File: src/rtl/operand_fetch_pkg.sv
// Shared widths, instruction field offsets and word-mux helpers
// for the operand-fetch stage of the 16-bit CPU.
package operand_fetch_pkg;

    localparam int OP_W    = 4;
    localparam int IDX_W   = 2;
    localparam int WORD_W  = 16;
    localparam int IMM_W   = 6;
    localparam int INSTR_W = 16;

    // Field offsets counted from bit 0, which is the MSB.
    localparam int OP_OFS  = 0;
    localparam int RD_OFS  = 4;
    localparam int RS1_OFS = 6;
    localparam int RS2_OFS = 8;
    localparam int IMM_OFS = 10;

    typedef logic [0:WORD_W-1] word_t;
    typedef logic [0:IDX_W-1]  idx_t;
    typedef logic [0:OP_W-1]   op_t;
    typedef logic [0:IMM_W-1]  imm_t;

    typedef struct packed {
        op_t   op;
        idx_t  rd;
        word_t a;
        word_t b;
    } of_bundle_t;

    function automatic word_t word_mux4(
        input word_t w0,
        input word_t w1,
        input word_t w2,
        input word_t w3,
        input idx_t  sel
    );
        word_t res;
        unique case (sel)
            2'd0:    res = w0;
            2'd1:    res = w1;
            2'd2:    res = w2;
            default: res = w3;
        endcase
        return res;
    endfunction

    function automatic word_t word_mux2(
        input word_t w0,
        input word_t w1,
        input logic  sel
    );
        return sel ? w1 : w0;
    endfunction

    // imm6 bit 0 is its sign bit.
    function automatic word_t sext_imm(input imm_t imm);
        return {{(WORD_W-IMM_W){imm[0]}}, imm};
    endfunction

endpackage

File: src/rtl/operand_fetch_reg_bank4.sv
// 4 x 16-bit register bank: one write port, two combinational
// read ports with optional hardwired r0 and same-cycle forwarding.
module reg_bank4
    import operand_fetch_pkg::*;
#(
    parameter bit ZERO_R0 = 1'b1,
    parameter bit BYPASS  = 1'b1
) (
    input  logic              i_clk,
    input  logic              i_rst_n,
    input  logic              i_wb_en,
    input  logic [0:IDX_W-1]  i_wb_idx,
    input  logic [0:WORD_W-1] i_wb_data,
    input  logic [0:IDX_W-1]  i_rs1,
    input  logic [0:IDX_W-1]  i_rs2,
    output logic [0:WORD_W-1] o_rd1,
    output logic [0:WORD_W-1] o_rd2
);

    word_t regs_q [4];
    word_t regs_d [4];
    logic  wr_ok;

    assign wr_ok = i_wb_en && !(ZERO_R0 && i_wb_idx == '0);

    // Next bank contents: apply the writeback, drop r0 writes if hardwired.
    always_comb begin
        regs_d = regs_q;
        if (wr_ok) begin
            regs_d[i_wb_idx] = i_wb_data;
        end
    end

    // Bank storage, cleared by synchronous reset.
    always_ff @(posedge i_clk) begin
        if (!i_rst_n) begin
            regs_q <= '{default: '0};
        end else begin
            regs_q <= regs_d;
        end
    end

    // Read port 1: hardwired r0 wins, then forwarding, then stored word.
    always_comb begin
        o_rd1 = word_mux4(regs_q[0], regs_q[1], regs_q[2], regs_q[3], i_rs1);
        if (ZERO_R0 && i_rs1 == '0) begin
            o_rd1 = '0;
        end else if (BYPASS && i_wb_en && i_wb_idx == i_rs1) begin
            o_rd1 = i_wb_data;
        end
    end

    // Read port 2: same priority as port 1.
    always_comb begin
        o_rd2 = word_mux4(regs_q[0], regs_q[1], regs_q[2], regs_q[3], i_rs2);
        if (ZERO_R0 && i_rs2 == '0) begin
            o_rd2 = '0;
        end else if (BYPASS && i_wb_en && i_wb_idx == i_rs2) begin
            o_rd2 = i_wb_data;
        end
    end

endmodule

File: src/rtl/operand_fetch.sv
// Operand-fetch stage: register bank read, valid/ready output
// register and operand B immediate/register select.
module operand_fetch
    import operand_fetch_pkg::*;
#(
    parameter bit ZERO_R0 = 1'b1,
    parameter bit BYPASS  = 1'b1
) (
    input  logic               i_clk,
    input  logic               i_rst_n,
    input  logic               i_valid,
    output logic               o_ready,
    input  logic [0:INSTR_W-1] i_instr,
    input  logic               i_wb_en,
    input  logic [0:IDX_W-1]   i_wb_idx,
    input  logic [0:WORD_W-1]  i_wb_data,
    output logic               o_valid,
    input  logic               i_ready,
    output logic [0:OP_W-1]    o_op,
    output logic [0:IDX_W-1]   o_rd,
    output logic [0:WORD_W-1]  o_a,
    output logic [0:WORD_W-1]  o_b
);

    op_t        f_op;
    idx_t       f_rd;
    idx_t       f_rs1;
    idx_t       f_rs2;
    imm_t       f_imm;
    word_t      rd1;
    word_t      rd2;
    word_t      b_val;
    logic       capture;
    logic       valid_q;
    logic       valid_d;
    of_bundle_t bundle_q;
    of_bundle_t bundle_d;

    assign f_op  = i_instr[OP_OFS  +: OP_W];
    assign f_rd  = i_instr[RD_OFS  +: IDX_W];
    assign f_rs1 = i_instr[RS1_OFS +: IDX_W];
    assign f_rs2 = i_instr[RS2_OFS +: IDX_W];
    assign f_imm = i_instr[IMM_OFS +: IMM_W];

    reg_bank4 #(
        .ZERO_R0 (ZERO_R0),
        .BYPASS  (BYPASS)
    ) u_bank (
        .i_clk     (i_clk),
        .i_rst_n   (i_rst_n),
        .i_wb_en   (i_wb_en),
        .i_wb_idx  (i_wb_idx),
        .i_wb_data (i_wb_data),
        .i_rs1     (f_rs1),
        .i_rs2     (f_rs2),
        .o_rd1     (rd1),
        .o_rd2     (rd2)
    );

    // Opcode bit 0 selects the sign-extended immediate for operand B.
    assign b_val   = word_mux2(rd2, sext_imm(f_imm), f_op[0]);
    assign o_ready = !valid_q || i_ready;
    assign capture = i_valid && o_ready;

    // Load on capture, drop valid on a retire without a new capture.
    always_comb begin
        valid_d  = valid_q;
        bundle_d = bundle_q;
        if (capture) begin
            valid_d    = 1'b1;
            bundle_d.op = f_op;
            bundle_d.rd = f_rd;
            bundle_d.a  = rd1;
            bundle_d.b  = b_val;
        end else if (valid_q && i_ready) begin
            valid_d = 1'b0;
        end
    end

    // Output register with synchronous reset.
    always_ff @(posedge i_clk) begin
        if (!i_rst_n) begin
            valid_q  <= 1'b0;
            bundle_q <= '0;
        end else begin
            valid_q  <= valid_d;
            bundle_q <= bundle_d;
        end
    end

    assign o_valid = valid_q;
    assign o_op    = bundle_q.op;
    assign o_rd    = bundle_q.rd;
    assign o_a     = bundle_q.a;
    assign o_b     = bundle_q.b;

endmodule

File: config.mk
export PLATFORM = sky130hd
export DESIGN_NAME = operand_fetch
export DESIGN_NICKNAME = d
export VERILOG_FILES = /design/src/rtl/operand_fetch_pkg.sv /design/src/rtl/operand_fetch_reg_bank4.sv /design/src/rtl/operand_fetch.sv
export SDC_FILE = /design/constraint.sdc
export NUM_CORES = 1
export LEC_CHECK = 0
export CORE_ASPECT_RATIO = 0.5
export CORE_UTILIZATION = 52
export DETAILED_ROUTE_END_ITERATION = 6
export MAX_ROUTING_LAYER = met4
export PLACE_DENSITY = 0.8
export RECOVER_POWER = 25
export SYNTH_ARGS = -nofsm -noshare
export SYNTH_HDL_FRONTEND = slang
export SYNTH_SLANG_ARGS = --single-unit
File: constraint.sdc
create_clock -name i_clk -period 2.5 [get_ports i_clk]
set_clock_uncertainty 0.15 [all_clocks]
set_input_delay 0.625 -clock i_clk [delete_from_list [all_inputs] [get_ports i_clk]]
set_output_delay 0.625 -clock i_clk [all_outputs]
set_load 0.02 [all_outputs]
==> impl_metrics.env <==
export IMPL_max_stage_delay_ps=510
export IMPL_yosys_most_used_dff="dfxtp_1"
export IMPL_hold_viol=0
export IMPL_p_leak_uw=0.00200
export IMPL_dp_hpwl_mm=7.99
export IMPL_fp_row_count=22
export IMPL_synth_seq_cells=87
export IMPL_num_fill_cells=588
export IMPL_antenna_found_initial=0
export IMPL_gp_congestion=0.860
export IMPL_multi_input_area_um2=2150
export IMPL_yosys_warnings=0
export IMPL_ys_seq_area_frac=0.417
export IMPL_cts_tree="done"
export IMPL_post_drt_wl_per_cell_um=17.8
export IMPL_syn_cell_area_um2=4180
export IMPL_drv_slew=0
export IMPL_r2r_end="o_a[9]"
export IMPL_hp_class="reg2reg"
export IMPL_fmaxAchievable_mhz=432
export IMPL_grt_start_max_net_pins=49
export IMPL_critPathRequiredTime_ps=2630
export IMPL_syn_avg_cell_area_um2=8.46
export IMPL_drc=0
export IMPL_path_clk_slew_ps=60
export IMPL_ctsHoldBuffers=0
export IMPL_crit_arrival_ps=2440
export IMPL_wirelength_mm=12.2
export IMPL_fp_dieArea_um2=8430
export IMPL_firstDrtPassIters=5
export IMPL_maxSlewHeadroom=0.302
export IMPL_place_area_um2=5220
export IMPL_area_delta_synth_final_pct=32.4
export IMPL_r2r_cells=6
export IMPL_nNetsFinal=619
export IMPL_clock_path_buffers=2
export IMPL_portBuffers=78
export IMPL_die_w_um=129
export IMPL_grt_setup_unrepaired="no"
export IMPL_worstMarginPinSlew_ps=1050
export IMPL_synth_area_leaders="dfxtp_1 (42%), nand2_1 (11%), a21oi_1 (6.6%)"
export IMPL_htreeDepth=3
export IMPL_cts_buffers=9
export IMPL_period_share=0.925
export IMPL_num_vias=4131
export IMPL_via_per_inst=6.01
export IMPL_setup_viol=0
export IMPL_grt_pass1_vias=3943
export IMPL_synth_async_sr_flop_share=0
export IMPL_cts_sinks=87
export IMPL_cap_violations=0
export IMPL_yosysTopAreaCellShare=0.417
export IMPL_path_cells="clkdlybuf4s50_1 > inv_1 > ha_1 > buf_12 > nor2_1 > a2111oi_0 > a221o_1"
export IMPL_synth_top_cell_by_area="dfxtp_1"
export IMPL_p_total_uw=3620
export IMPL_final_cell_area_um2=5540
export IMPL_initial_utilization=0.554
export IMPL_insertion_delay_ps=340
export IMPL_cts_root_buf="clkbuf_16"
export IMPL_setup_tns_final_ps=0
export IMPL_cp_slowest_cell="clkdlybuf4s50_1"
export IMPL_ios=79
export IMPL_dp_cells=671
export IMPL_drive_above_1_share=0.140
export IMPL_diodes=0
export IMPL_first_iter_violations=436
export IMPL_power_density_nw_per_um2=655
export IMPL_core_area_um2=7540
export IMPL_grt_pass1_wl_mm=19.9
export IMPL_drtAntennaViolNets=0
export IMPL_worstReg2RegStart="o_valid"
export IMPL_syn_inst=494
export IMPL_hold_slack_ps=303
export IMPL_synth_edf_count=0
export IMPL_cp_startpoint="i_instr[7]"
export IMPL_register_area_um2=1740
export IMPL_grt_use_total=0.321
export IMPL_outcome="finished clean"
export IMPL_crit_path_end="o_a[12]"
export IMPL_cp_max_fo=32
export IMPL_rrSetupSlack_ps=690
export IMPL_grt_overflow_total=0
export IMPL_syn_nets=539
export IMPL_stdcell_count=687
export IMPL_path_class="in2reg"
export IMPL_ir_drop_uv=467
export IMPL_synth_cell_type_count=37
export IMPL_period_needed_ps=2310
export IMPL_endpoint_kind="flip-flop"
export IMPL_dieHeight_um=65.4
export IMPL_crit_path_start_kind="primary input"
==> report_power, final <==
group	total, uW	switching [uW]	internal (uW)	leakage [uW]
Sequential	1500	45.8	1460	0.000710
Combinational	669	364	305	0.00113
Clock	1450	572	879	0.000156
==> worst max-delay path, delay by kind of cell <==
family | cells | cell delay [ps]
AND/OR/NAND/NOR | 1 | 70
adder cells (fa/ha/maj) | 1 | 320
AO/OA/AOI/OAI | 2 | 630
buffers and inverters | 3 | 800
==> repair_timing <==
item / CTS / global route
setup endpoints to repair: 1 / 0
gates resized for setup: 1 / 0
setup buffers: 0 / 0
==> cell type report <==
class | count | share of cell area
repair buffers | 118 | 0.210
inverters | 6 | 0.00407
well taps | 108 | 0.0244
clock inverters | 7 | 0.0172
flip-flops and latches | 87 | 0.315
multi-input cells | 352 | 0.389
clock buffers | 9 | 0.0407
==> cells by family (layout without fill, tap and decap cells) <==
kind of cell / after synthesis / in the layout / synth area share
simple gates: 174 / 174 / 0.168
compound gates: 168 / 168 / 0.321
flops: 87 / 87 / 0.417
buf+inv: 55 / 140 / 0.0685
fa+ha+maj: 6 / 6 / 0.0180
xor+xnor: 4 / 4 / 0.00838
==> cell usage after synthesis (2+ instances only) <==
cell type	count
a22oi_1	32
buf_1	4
a2111oi_2	9
buf_4	3
ha_1	6
nand4_1	5
a21oi_1	55
o221a_1	2
a2111oi_0	6
xnor2_1	4
nand3_1	3
nand2_1	121
o221a_2	9
a41oi_2	2
a211oi_1	11
inv_1	6
and3_1	3
a21o_1	11
o211ai_1	5
a211o_1	5
clkbuf_1	24
dfxtp_1	87
a221o_1	16
a41oi_1	3
nor2_1	35
buf_6	5
buf_2	11
or2_2	2
==> worst min-delay path by stage <==
stage | depth (start not counted) | slack, ps | from | endpoint
after CTS | 2 | 310 | o_op[2] | o_op[2]
final | 2 | 300 | o_op[2] | o_op[2]
after floorplan | 2 | 300 | u_bank.regs_q[32] | u_bank.regs_q[32]
after detailed placement | 2 | 300 | o_op[3] | o_op[3]
after global placement | 2 | 290 | o_rd[0] | o_rd[0]
after global routing | 2 | 320 | o_op[2] | o_op[2]
==> flip-flops by register name (all words and copies together) (netlist names) <==
register,count
o_a,16
o_b,16
o_op,4
o_rd,2
o_valid,1
u_bank.regs_q,48
==> cell usage in the layout, fill, tap and decap left out, types with 2 or more instances in the layout <==
master             n
a2111oi_0          6
a2111oi_2          9
a211o_1            5
a211oi_1          11
a21o_1            11
a21oi_1           55
a221o_1           16
a22oi_1           32
a41oi_1            3
a41oi_2            2
and3_1             3
buf_12             7
buf_4             31
bufinv_16          2
clkbuf_16          9
clkbuf_2           2
clkdlybuf4s50_1   76
clkinv_2           2
dfxtp_1           87
ha_1               6
inv_1              6
inv_6              2
nand2_1          121
nand3_1            3
nand4_1            5
nor2_1            35
o211ai_1           5
o221a_1            2
o221a_2            9
or2_2              2
xnor2_1            4
==> metal layers <==
metal | wire (um) | share of wire | vias to the layer above | track usage
li1 | - | - | 1953 | -
met1 | 5400 | 0.44 | 1971 | 0.418
met4 | 112 | 0.0092 | 0 | 0.101
met3 | 1020 | 0.083 | 13 | 0.0554
met5 | 0 | 0 | - | -
met2 | 5690 | 0.47 | 194 | 0.512
==> per-stage QoR <==
stage / utilization / setup WS (ps)
2_1_floorplan: - / 329
3_3_place_gp: 0.692 / -59.1
3_5_place_dp: 0.692 / -161
4_1_cts: 0.735 / 191
5_1_grt: 0.734 / 110
6_report: 0.734 / 188
No activity file was read; power rests on OpenSTA's default activity.
